--- src/rtl/player_ctrl.sv ---
// player_ctrl
// Per-player controller for the tennis/squash game core. Converts rising
// edges of the player button into ball returns or penalised whiffs, keeps a
// configurable life budget, applies a swing cooldown after each whiff and
// flags the end of the match.
//
// Parameters:
//   LIVES     lives loaded at reset and at every new game (1..15)
//   LIFE_W    width of life; must hold LIVES
//   COOLDOWN  cycles after a whiff during which swings are ignored (0 = none)
//   MISS_MODE 0 = a missed ball ends the match, 1 = a missed ball costs a life
//
// Ports:
//   clk           clock
//   rst           asynchronous active-high reset
//   en            block enable; low freezes all state and forces ret low
//   start_game    game active level; low forces a fresh game in IDLE
//   button        synchronised, debounced player button level
//   hittable_ball high while the ball is inside this player's hit window
//   ret           one-cycle pulse: the ball was returned
//   life          remaining lives
//   match         player has lost; held while in OVER
//   cooling       high while the cooldown counter is non-zero

module player_ctrl #(
  parameter int LIVES     = 3,
  parameter int LIFE_W    = 4,
  parameter int COOLDOWN  = 4,
  parameter int MISS_MODE = 0
) (
  input  logic              clk,
  input  logic              rst,
  input  logic              en,
  input  logic              start_game,
  input  logic              button,
  input  logic              hittable_ball,
  output logic              ret,
  output logic [LIFE_W-1:0] life,
  output logic              match,
  output logic              cooling
);

  localparam int CD_W = (COOLDOWN > 0) ? $clog2(COOLDOWN + 1) : 1;
  localparam logic [CD_W-1:0]   CD_LOAD = CD_W'(COOLDOWN);
  localparam logic [LIFE_W-1:0] LIVES_L = LIFE_W'(LIVES);
  localparam logic [LIFE_W-1:0] ONE_L   = LIFE_W'(1);

  typedef enum logic [2:0] {
    IDLE,
    READY,
    WINDOW,
    HIT,
    OVER
  } state_t;

  state_t          state;
  logic            button_q;
  logic [CD_W-1:0] cd_cnt;
  logic [CD_W-1:0] cd_dec;
  logic            swing;
  logic            accepted;

  // The button history register runs even while disabled, so re-enabling
  // compares against the current level and never sees a stale edge.
  always_ff @(posedge clk or posedge rst) begin
    if (rst) begin
      button_q <= 1'b0;
    end else begin
      button_q <= button;
    end
  end

  assign swing    = button & ~button_q;
  assign accepted = swing & ~cooling;

  // Saturating cooldown decrement used on every enabled cycle unless a whiff
  // reloads the counter.
  always_comb begin
    cd_dec = cd_cnt;
    if (cd_cnt != '0) begin
      cd_dec = cd_cnt - CD_W'(1);
    end
  end

  // Main game FSM. ret defaults low every cycle, including frozen ones.
  // A low start_game overrides every other event and starts a fresh game.
  // The decrement that empties life happens on the same edge as entry to
  // OVER, so life reads 0 while match is high.
  always_ff @(posedge clk or posedge rst) begin
    if (rst) begin
      state   <= IDLE;
      ret     <= 1'b0;
      life    <= LIVES_L;
      match   <= 1'b0;
      cd_cnt  <= '0;
      cooling <= 1'b0;
    end else begin
      ret <= 1'b0;
      if (en) begin
        if (!start_game) begin
          state   <= IDLE;
          life    <= LIVES_L;
          match   <= 1'b0;
          cd_cnt  <= '0;
          cooling <= 1'b0;
        end else begin
          cd_cnt  <= cd_dec;
          cooling <= (cd_dec != '0);
          case (state)
            IDLE: begin
              state <= READY;
            end
            READY: begin
              if (hittable_ball && accepted) begin
                ret   <= 1'b1;
                state <= HIT;
              end else if (hittable_ball) begin
                state <= WINDOW;
              end else if (accepted) begin
                cd_cnt  <= CD_LOAD;
                cooling <= (COOLDOWN != 0);
                if (life != '0) begin
                  life <= life - ONE_L;
                end
                if (life <= ONE_L) begin
                  match <= 1'b1;
                  state <= OVER;
                end
              end
            end
            WINDOW: begin
              // A swing on the falling edge of the window is a miss only.
              if (!hittable_ball) begin
                if (MISS_MODE == 0) begin
                  match <= 1'b1;
                  state <= OVER;
                end else begin
                  if (life != '0) begin
                    life <= life - ONE_L;
                  end
                  if (life <= ONE_L) begin
                    match <= 1'b1;
                    state <= OVER;
                  end else begin
                    state <= READY;
                  end
                end
              end else if (accepted) begin
                ret   <= 1'b1;
                state <= HIT;
              end
            end
            HIT: begin
              if (!hittable_ball) begin
                state <= READY;
              end
            end
            OVER: begin
              match <= 1'b1;
            end
            default: begin
              state <= IDLE;
            end
          endcase
        end
      end
    end
  end

endmodule

--- config.mk ---
export PLATFORM = sky130hd
export DESIGN_NAME = player_ctrl
export DESIGN_NICKNAME = d
export VERILOG_FILES = /design/src/rtl/player_ctrl.sv
export SDC_FILE = /design/constraint.sdc
export NUM_CORES = 1
export LEC_CHECK = 0
export CAP_MARGIN = 20
export CORE_MARGIN = 3
export CORE_UTILIZATION = 48
export CTS_BUF_LIST = sky130_fd_sc_hd__clkbuf_8
export DETAILED_ROUTE_END_ITERATION = 12
export GPL_TIMING_DRIVEN = 0
export PLACE_DENSITY = 0.78
export RECOVER_POWER = 25
export SLEW_MARGIN = 15
export SYNTH_ARGS = -nofsm -noshare
export SYNTH_HDL_FRONTEND = slang
export SYNTH_SLANG_ARGS = --single-unit
export TNS_END_PERCENT = 30
--- constraint.sdc ---
create_clock -name clk -period 2 [get_ports clk]
set_input_delay 0.4 -clock clk [delete_from_list [all_inputs] [get_ports clk]]
set_output_delay 0.4 -clock clk [all_outputs]
set_load 0.01 [all_outputs]
==> metrics.md, run 1 <==
| Metric | Value |
|---|---|
| Layout area overhead | `23.6%` |
| IO Pins | `13` |
| Number of CTS-inserted buffers | `3` |
| Initial DRC Count | `10` |
| Final setup violation count | `0` |
| Router iterations before antenna repair | `4` |
| Antenna violations before repair | `0` |
| Worst slew margin | `64.7%` |
| Filler Cell Count | `143` |
| Crit start category | `primary input` |
| Finished Cell Area | `1150 µm²` |
| Core Area | `between 1500 and 2000 µm²` |
| Worst path bufs/invs | `1` |
| Routed wire length | `1960 µm` |
| Vias | `830` |
| Tcrit/Tclk final | `94.5%` |
| Mapped Area | `around 930 µm²` |
| Initial cell density of the core | `52.0%` |
| First-pass GRT wire length | `around 3500 µm` |
| CTS tree | `done` |
| Row cnt | `15` |
| Port buffer count | `11` |
| Max rail drop VDD | `around 0.75 mV` |
| FF+latch count, synth | `14` |
| Largest net degree at the start of global routing | `15` |
| Area after DPL | `about 1100 µm²` |
| Area occupied by multi-input gates | `523 µm²` |
| CP delay by family, top | `simple AND/OR/NAND/NOR gates` |
| Grt ovf | `0` |
| RSZ-0062 raised after global routing | `no` |
| EDFF count, synth | `0` |
| Global Route Usage Sum | `17.9%` |
| Die area | `2500 µm²` |
| Post-synth top area cell | `dfrtp_1` |
| CP Class | `primary input to register` |
| Worst-Skew Late Latency | `0.24 ns` |
| Postcts setup bufs | `0` |
| Detailed Place HPWL | `between 1000 and 1500 µm` |
| Die width | `50.0 µm` |
| Yosys warns | `0` |
| Max-Cap Viols | `0` |
| Fraction of layout instances using a drive strength above 1 | `16.0%` |
| Outcome | `finished clean` |
| Syn avg cell area | `8.91 µm²` |
| Slew @ Worst Pin | `0.529 ns` |
| Required @ worst endpoint | `around 2.1 ns` |
| Leakage | `0.508 nW` |
| Slew Limit Fails | `0` |
| Synth Instances | `approximately 100` |
| Primary FF master, synth | `dfrtp_1` |
| Min-delay worst type | `primary input to register` |
| Die Ht | `50.0 µm` |
| Drt wl/cell | `around 14 µm` |
| Max incr delay on CP | `0.49 ns` |
| R2r setup slk | `0.15 ns` |
| Vias in the first global route | `819` |
| Top-area cell type share of the netlist area | `between 30% and 40%` |
| Crit path cell chain | `clkdlybuf4s50_1, nor3b_2, nor2_1, a22oi_1, and3_4, mux2_4` |
| CP max-delay cell | `clkdlybuf4s50_1` |
| Number of distinct library cells after synthesis | `37` |
| Reg area | `353 µm²` |
| Setup TNS | `0 ns` |
| Min Tclk post-route | `1.89 ns` |
| Top post-synthesis cells by area | `dfrtp_1 (32%), dfstp_2 (5.7%), ha_1 (5.4%)` |
| Hold Fails Final Rpt | `0` |
| Diode count | `0` |
| DR DRC count | `0` |
| CTS resizes | `3` |
| CTS Root Buffer Type | `clkbuf_8` |
| WP data arrival | `2.02 ns` |
| Nets | `130` |
| Final ANT Viol Nets | `0` |
| Hold buffer count at CTS | `0` |
| Placer Congestion | `0.934` |
| Crit. End Element | `register` |
| CTS sink count | `14` |
| Seq/Total Area, Yosys | `38.1%` |
| Max Clk Rate | `529 MHz` |
| Clock slew at reported path FFs | `0.06 ns` |
| CTS max path bufs | `2` |
| Syn Nets | `114` |
| Vias per std cell | `approximately 5.8` |
| H-tree depth | `1` |
| PwrDens | `~1200 nW/µm²` |
| Crit-path max FO | `3` |
| Async S/R FF share, synth | `100%` |
| Skew final | `0.000390 ns` |
-- routing by layer --
layer,part of all wire (%),up-vias,track usage [%]
met1,43,399,21.7
met4,1.6,0,8.29
li1,-,395,-
met5,0,-,0
met3,4.3,6,4.53
met2,51,30,29.3
-- metrics by stage --
stage | hold WS [ns] | power (mW) | setup WS, ns | util [%] | cells
floorplan | 0.288 | 0.918 | 0.243 | - | 104
global placement | 0.488 | 1.07 | -0.259 | 59.9 | 140
detailed placement | 0.497 | 1.10 | -0.347 | 59.9 | 140
CTS | 0.434 | 1.38 | 0.0375 | 63.6 | 144
global route | 0.441 | 1.50 | 0.00757 | 64.3 | 144
finish | 0.437 | 1.39 | 0.109 | 64.3 | 144
-- report_power, final --
part	switching, mW	leakage (nW)	internal (mW)
Sequential	0.0793	0.177	0.375
Combinational	0.327	0.302	0.333
Clock	0.0973	0.0288	0.174
Total	0.504	0.508	0.882
-- area by class of cell --
type	instances	share of cell area [%]
Tap cell	25	2.73
Multi-Input combinational cell	77	45.6
Sequential cell	14	30.8
Timing Repair Buffer	11	9.83
Buffer	4	3.28
Clock buffer	4	4.80
Inverter	9	2.95
-- path summary, 6_finish.rpt --
kind,endpoint,start,cells past startpoint
min in group asynchronous,cd_cnt[1],rst,2
hold / removal,ret,hittable_ball,3
setup / recovery,state[0],button,6
hold reg to reg,life[3],life[3],1
max in group asynchronous,life[1],rst,2
setup reg to reg,state[0],state[1],6
-- worst reg2reg max path, stage by stage, from the launching register on --
cell,delay [ns]
dfrtp_1,0.37
buf_6,0.14
or3b_4,0.42
a21oi_4,0.20
nand4b_1,0.12
and3_4,0.21
mux2_4,0.29
-- cell usage in the layout (no fill, tap or decap), drive strengths merged, types with 2 or more instances in the layout --
cell type / synthesis / routed
inv: 8 / 8
a22oi: 2 / 2
clkbuf: 1 / 5
dfstp: 2 / 2
dfrtp: 12 / 12
or2b: 2 / 2
mux2i: 2 / 2
nor3b: 2 / 2
a211oi: 2 / 2
o21ai: 7 / 7
o22ai: 5 / 5
a21oi: 3 / 3
clkdlybuf4s50: 0 / 9
nor2: 9 / 9
buf: 3 / 3
mux2: 2 / 2
a21o: 2 / 2
nor3: 4 / 4
ha: 4 / 4
nand2b: 3 / 3
a31oi: 2 / 2
nand2: 13 / 13
nand3: 2 / 2
-- synth_stat cells, types with 3 or more instances --
master    instances
o21ai_0           7
buf_6             3
nand2_1          13
nor3_1            4
o22ai_1           5
nor2_1            9
nand2b_1          3
ha_1              4
inv_1             8
dfrtp_1          12
-- state kept, by name, summed over array words and instances, names as in the netlist --
name and cells:
button_q 1, cd_cnt 3, cooling 1, life 4
match 1, ret 1, state 3
-- kinds of logic (layout without fill, tap and decap cells) --
| group | Yosys count | count (layout) | share of synthesized area (%) |
|---|---|---|---|
| DFF | 14 | 14 | 38.1 |
| AOI/OAI and AO/OA | 26 | 26 | 18.8 |
| and+or+nand+nor | 42 | 42 | 24.2 |
| xor gates and xnor gates | 1 | 1 | 0.945 |
| adders and majority gates | 4 | 4 | 5.40 |
| muxes | 4 | 4 | 4.99 |
| buffers and inverters | 13 | 28 | 7.69 |
No activity file was read; power rests on OpenSTA's default activity.
==> inputs of run 2 (changes only) <==
--- a/config.mk
+++ b/config.mk
@@ -5,13 +5,14 @@
 export SDC_FILE = /design/constraint.sdc
 export NUM_CORES = 1
 export LEC_CHECK = 0
+export ABC_AREA = 1
 export CAP_MARGIN = 20
 export CORE_MARGIN = 3
 export CORE_UTILIZATION = 48
 export CTS_BUF_LIST = sky130_fd_sc_hd__clkbuf_8
 export DETAILED_ROUTE_END_ITERATION = 12
 export GPL_TIMING_DRIVEN = 0
-export PLACE_DENSITY = 0.78
+export PLACE_DENSITY = 0.77
 export RECOVER_POWER = 25
 export SLEW_MARGIN = 15
 export SYNTH_ARGS = -nofsm -noshare
==> run 2 against run 1 <==
Net effect: sequential power is 13% higher; register-to-register slack better by 0.19 ns; flip-flop and latch count stayed put; synthesized area grew 4.6%; via count rose by 8.0%; critical path type is now register to primary output; first-iteration DRC count is 90% higher; wire length up 3.1%; sequential share of layout area down 0.53 points; die area is 4.0% higher; non-clock buffer count is 1 lower; final cell count grew 21%.
==> metrics.md, run 2 <==
| Metric | Value |
|---|---|
| EDFF count, synth | `0 (unchanged)` |
| Fraction of layout instances using a drive strength above 1 | `13.4% (-2.5 points)` |
| Core Area | `1820 µm² (+2.1%)` |
| Worst slew margin | `64.6% (about the same)` |
| Diode count | `0 (unchanged)` |
| CTS Root Buffer Type | `clkbuf_8` |
| Initial DRC Count | `19 (+9)` |
| Number of CTS-inserted buffers | `3 (unchanged)` |
| CP delay by family, top | `flip-flops` |
| Tcrit/Tclk final | `88.7% (-5.8 points)` |
| Die width | `50.9 µm (+2.0%)` |
| RSZ-0062 raised after global routing | `no` |
| Router iterations before antenna repair | `5 (+1)` |
| Crit. End Element | `primary output` |
| CTS tree | `done` |
| Min Tclk post-route | `1.77 ns (-0.116 ns)` |
| Worst-Skew Late Latency | `0.25 ns (about the same)` |
| Slew Limit Fails | `0 (unchanged)` |
| Sequential Power Share | `31.3% (-1.5 points)` |
| Hold Fails Final Rpt | `0 (unchanged)` |
| Vias in the first global route | `833 (+1.7%)` |
| Syn avg cell area | `7.24 µm² (-19%)` |
| Initial cell density of the core | `53.3% (+1.3 points)` |
| Grt ovf | `0 (unchanged)` |
| Slew @ Worst Pin | `0.530 ns (+0.000588 ns)` |
| Die area | `2600 µm² (+4.0%)` |
| Sw Pwr | `0.692 mW (+37%)` |
| Placer Congestion | `0.825 (-12%)` |
| Vias | `896 (+8.0%)` |
| CTS sink count | `14 (unchanged)` |
| Layout area overhead | `20.3%` |
| Nets | `160 (+23%)` |
| Final setup violation count | `0 (unchanged)` |
| Switching part of the total | `42.2% (+5.9 points)` |
| Syn Nets | `144 (+26%)` |
| Largest Register | `life` |
| Required @ worst endpoint | `1.60 ns (-0.53 ns)` |
| Die Ht | `50.9 µm (+2.0%)` |
| PwrDens | `1410 nW/µm² (+16%)` |
| H-tree depth | `1 (unchanged)` |
| Worst path bufs/invs | `1 (unchanged)` |
| Primary FF master, synth | `dfrtp_1` |
| IO Pins | `13 (unchanged)` |
| Top-area cell type share of the netlist area | `31.0% (-1.4 points)` |
| Max Clk Rate | `563 MHz (+6.5%)` |
| Synth Instances | `134 (+29%)` |
| P_int | `0.947 mW (+7.4%)` |
| Most frequent cell after synthesis | `nand2_1` |
| Detailed Place HPWL | `1480 µm (+6.1%)` |
| Hold buffer count at CTS | `0 (unchanged)` |
| Finished Cell Area | `1170 µm² (+1.7%)` |
| Leakage | `0.606 nW (+19%)` |
| Crit start category | `register` |
| Vias per std cell | `5.15 (-11%)` |
| Crit path cell chain | `clkdlybuf4s50_1` |
| Largest registers | `life (4), cd_cnt (3), state (3)` |
| Max FFs per register | `4 (unchanged)` |
| Global Route Usage Sum | `18.3% (+0.43 points)` |
| Skew final | `0.000495 ns (+0.000106 ns)` |
| Seq/Total Area, Yosys | `36.4% (-1.7 points)` |
| CTS resizes | `0 (-3)` |
| Area occupied by multi-input gates | `522 µm² (-0.24%)` |
| Commonest cells in the netlist | `nand2_1 (47), inv_1 (14), dfrtp_1 (12)` |
| Mapped Area | `970 µm² (+4.6%)` |
| Async S/R FF share, synth | `100% (unchanged)` |
| Logic pwr share | `51.4% (+3.8 points)` |
| Most common cell after layout, fill and taps aside | `nand2_1` |
| Max-Cap Viols | `0 (unchanged)` |
| Top post-synthesis cells by area | `dfrtp_1 (31%), nand2_1 (18%), dfstp_2 (5.4%)` |
| Routed wire length | `2020 µm (+3.1%)` |
| Yosys warns | `0 (unchanged)` |
| CP Class | `register to primary output` |
| CTS max path bufs | `2 (unchanged)` |
| WP data arrival | `1.37 ns (-0.65 ns)` |
| Port buffer count | `11 (unchanged)` |
| Min-delay worst type | `register to register` |
| Post-synth top area cell | `dfrtp_1` |
| First-pass GRT wire length | `3580 µm (+2.4%)` |
| Largest net degree at the start of global routing | `15 (unchanged)` |
| Reg area | `353 µm² (unchanged)` |
| Final ANT Viol Nets | `0 (unchanged)` |
| Row cnt | `15 (unchanged)` |
| CP max-delay cell | `dfstp_2` |
| Postcts setup bufs | `0 (unchanged)` |
| Commonest cells after routing, fill and taps aside | `nand2_1 (47), inv_1 (14), dfrtp_1 (12)` |
| Number of distinct library cells after synthesis | `28 (-24%)` |
| Clock share of power | `17.3% (-2.3 points)` |
| Crit-path max FO | `6 (+3)` |
| DR DRC count | `0 (unchanged)` |
| Drt wl/cell | `11.6 µm (-15%)` |
| Hold_ws | `0.489 ns (+0.0520 ns)` |
| Outcome | `finished clean` |
| Clock slew at reported path FFs | `0.06 ns (about the same)` |
| Area after DPL | `1110 µm² (+4.0%)` |
| FF+latch count, synth | `14 (unchanged)` |
| Setup TNS | `0 ns (unchanged)` |
| Filler Cell Count | `174 (+22%)` |
| Antenna violations before repair | `0 (unchanged)` |
| Max rail drop VDD | `0.704 mV (-6.2%)` |
| Max incr delay on CP | `0.58 ns (+0.09 ns)` |
| Final core utilization | `64.1% (-0.23 points)` |
[run 2: layout make-up]
cell class / instances / area share [%]
sequential: 14 / 30.3
buffer: 3 / 2.25
tap: 25 / 2.68
multi-input combinational: 100 / 44.7
inverter: 17 / 5.90
timing repair buffer: 11 / 9.44
clock buffer: 4 / 4.72
[run 2: power groups by stage]
stage	clock network, mW	logic [mW]	registers [mW]
finish	0.283	0.843	0.513
global route	0.303	0.955	0.536
CTS	0.286	0.847	0.512
detailed placement	0	0.838	0.515
global placement	0	0.809	0.509
floorplan	0	0.571	0.528
[run 2: final timing paths]
path / from / end / slack [ns] / cells after the start
worst max-delay path: life[0] / life[0] / 0.23 / 1
worst min-delay path: match / match / 0.49 / 2
worst max register to register: life[0] / state[2] / 0.34 / 7
worst min register to register: match / match / 0.49 / 2
max in group asynchronous: rst / life[0] / 1.01 / 2
min in group asynchronous: rst / life[3] / 0.62 / 2
[run 2: cell families after synthesis]
group | after synthesis | share of synthesized area (%)
compound gates | 9 | 5.55
fa+ha+maj | 4 | 5.16
simple gates | 83 | 39.5
xor+xnor | 4 | 3.61
flops | 14 | 36.4
buf+inv | 20 | 9.81
[run 2: metrics by stage]
stage	cells	power, mW	setup slack, ns
2_1_floorplan	134	1.10	0.485
3_3_place_gp	170	1.32	0.217
3_5_place_dp	170	1.35	0.235
4_1_cts	174	1.65	0.221
5_1_grt	174	1.79	0.187
6_report	174	1.64	0.225
[run 2: per-layer routing]
layer	GRT usage, %	up-vias	routed length (µm)	part of all wire (%)
li1	-	454	-	-
met1	22.8	426	917	45
met2	29.4	11	1010	50
met3	3.79	5	51	2.5
met4	9.87	0	42	2.1
met5	0	-	0	0
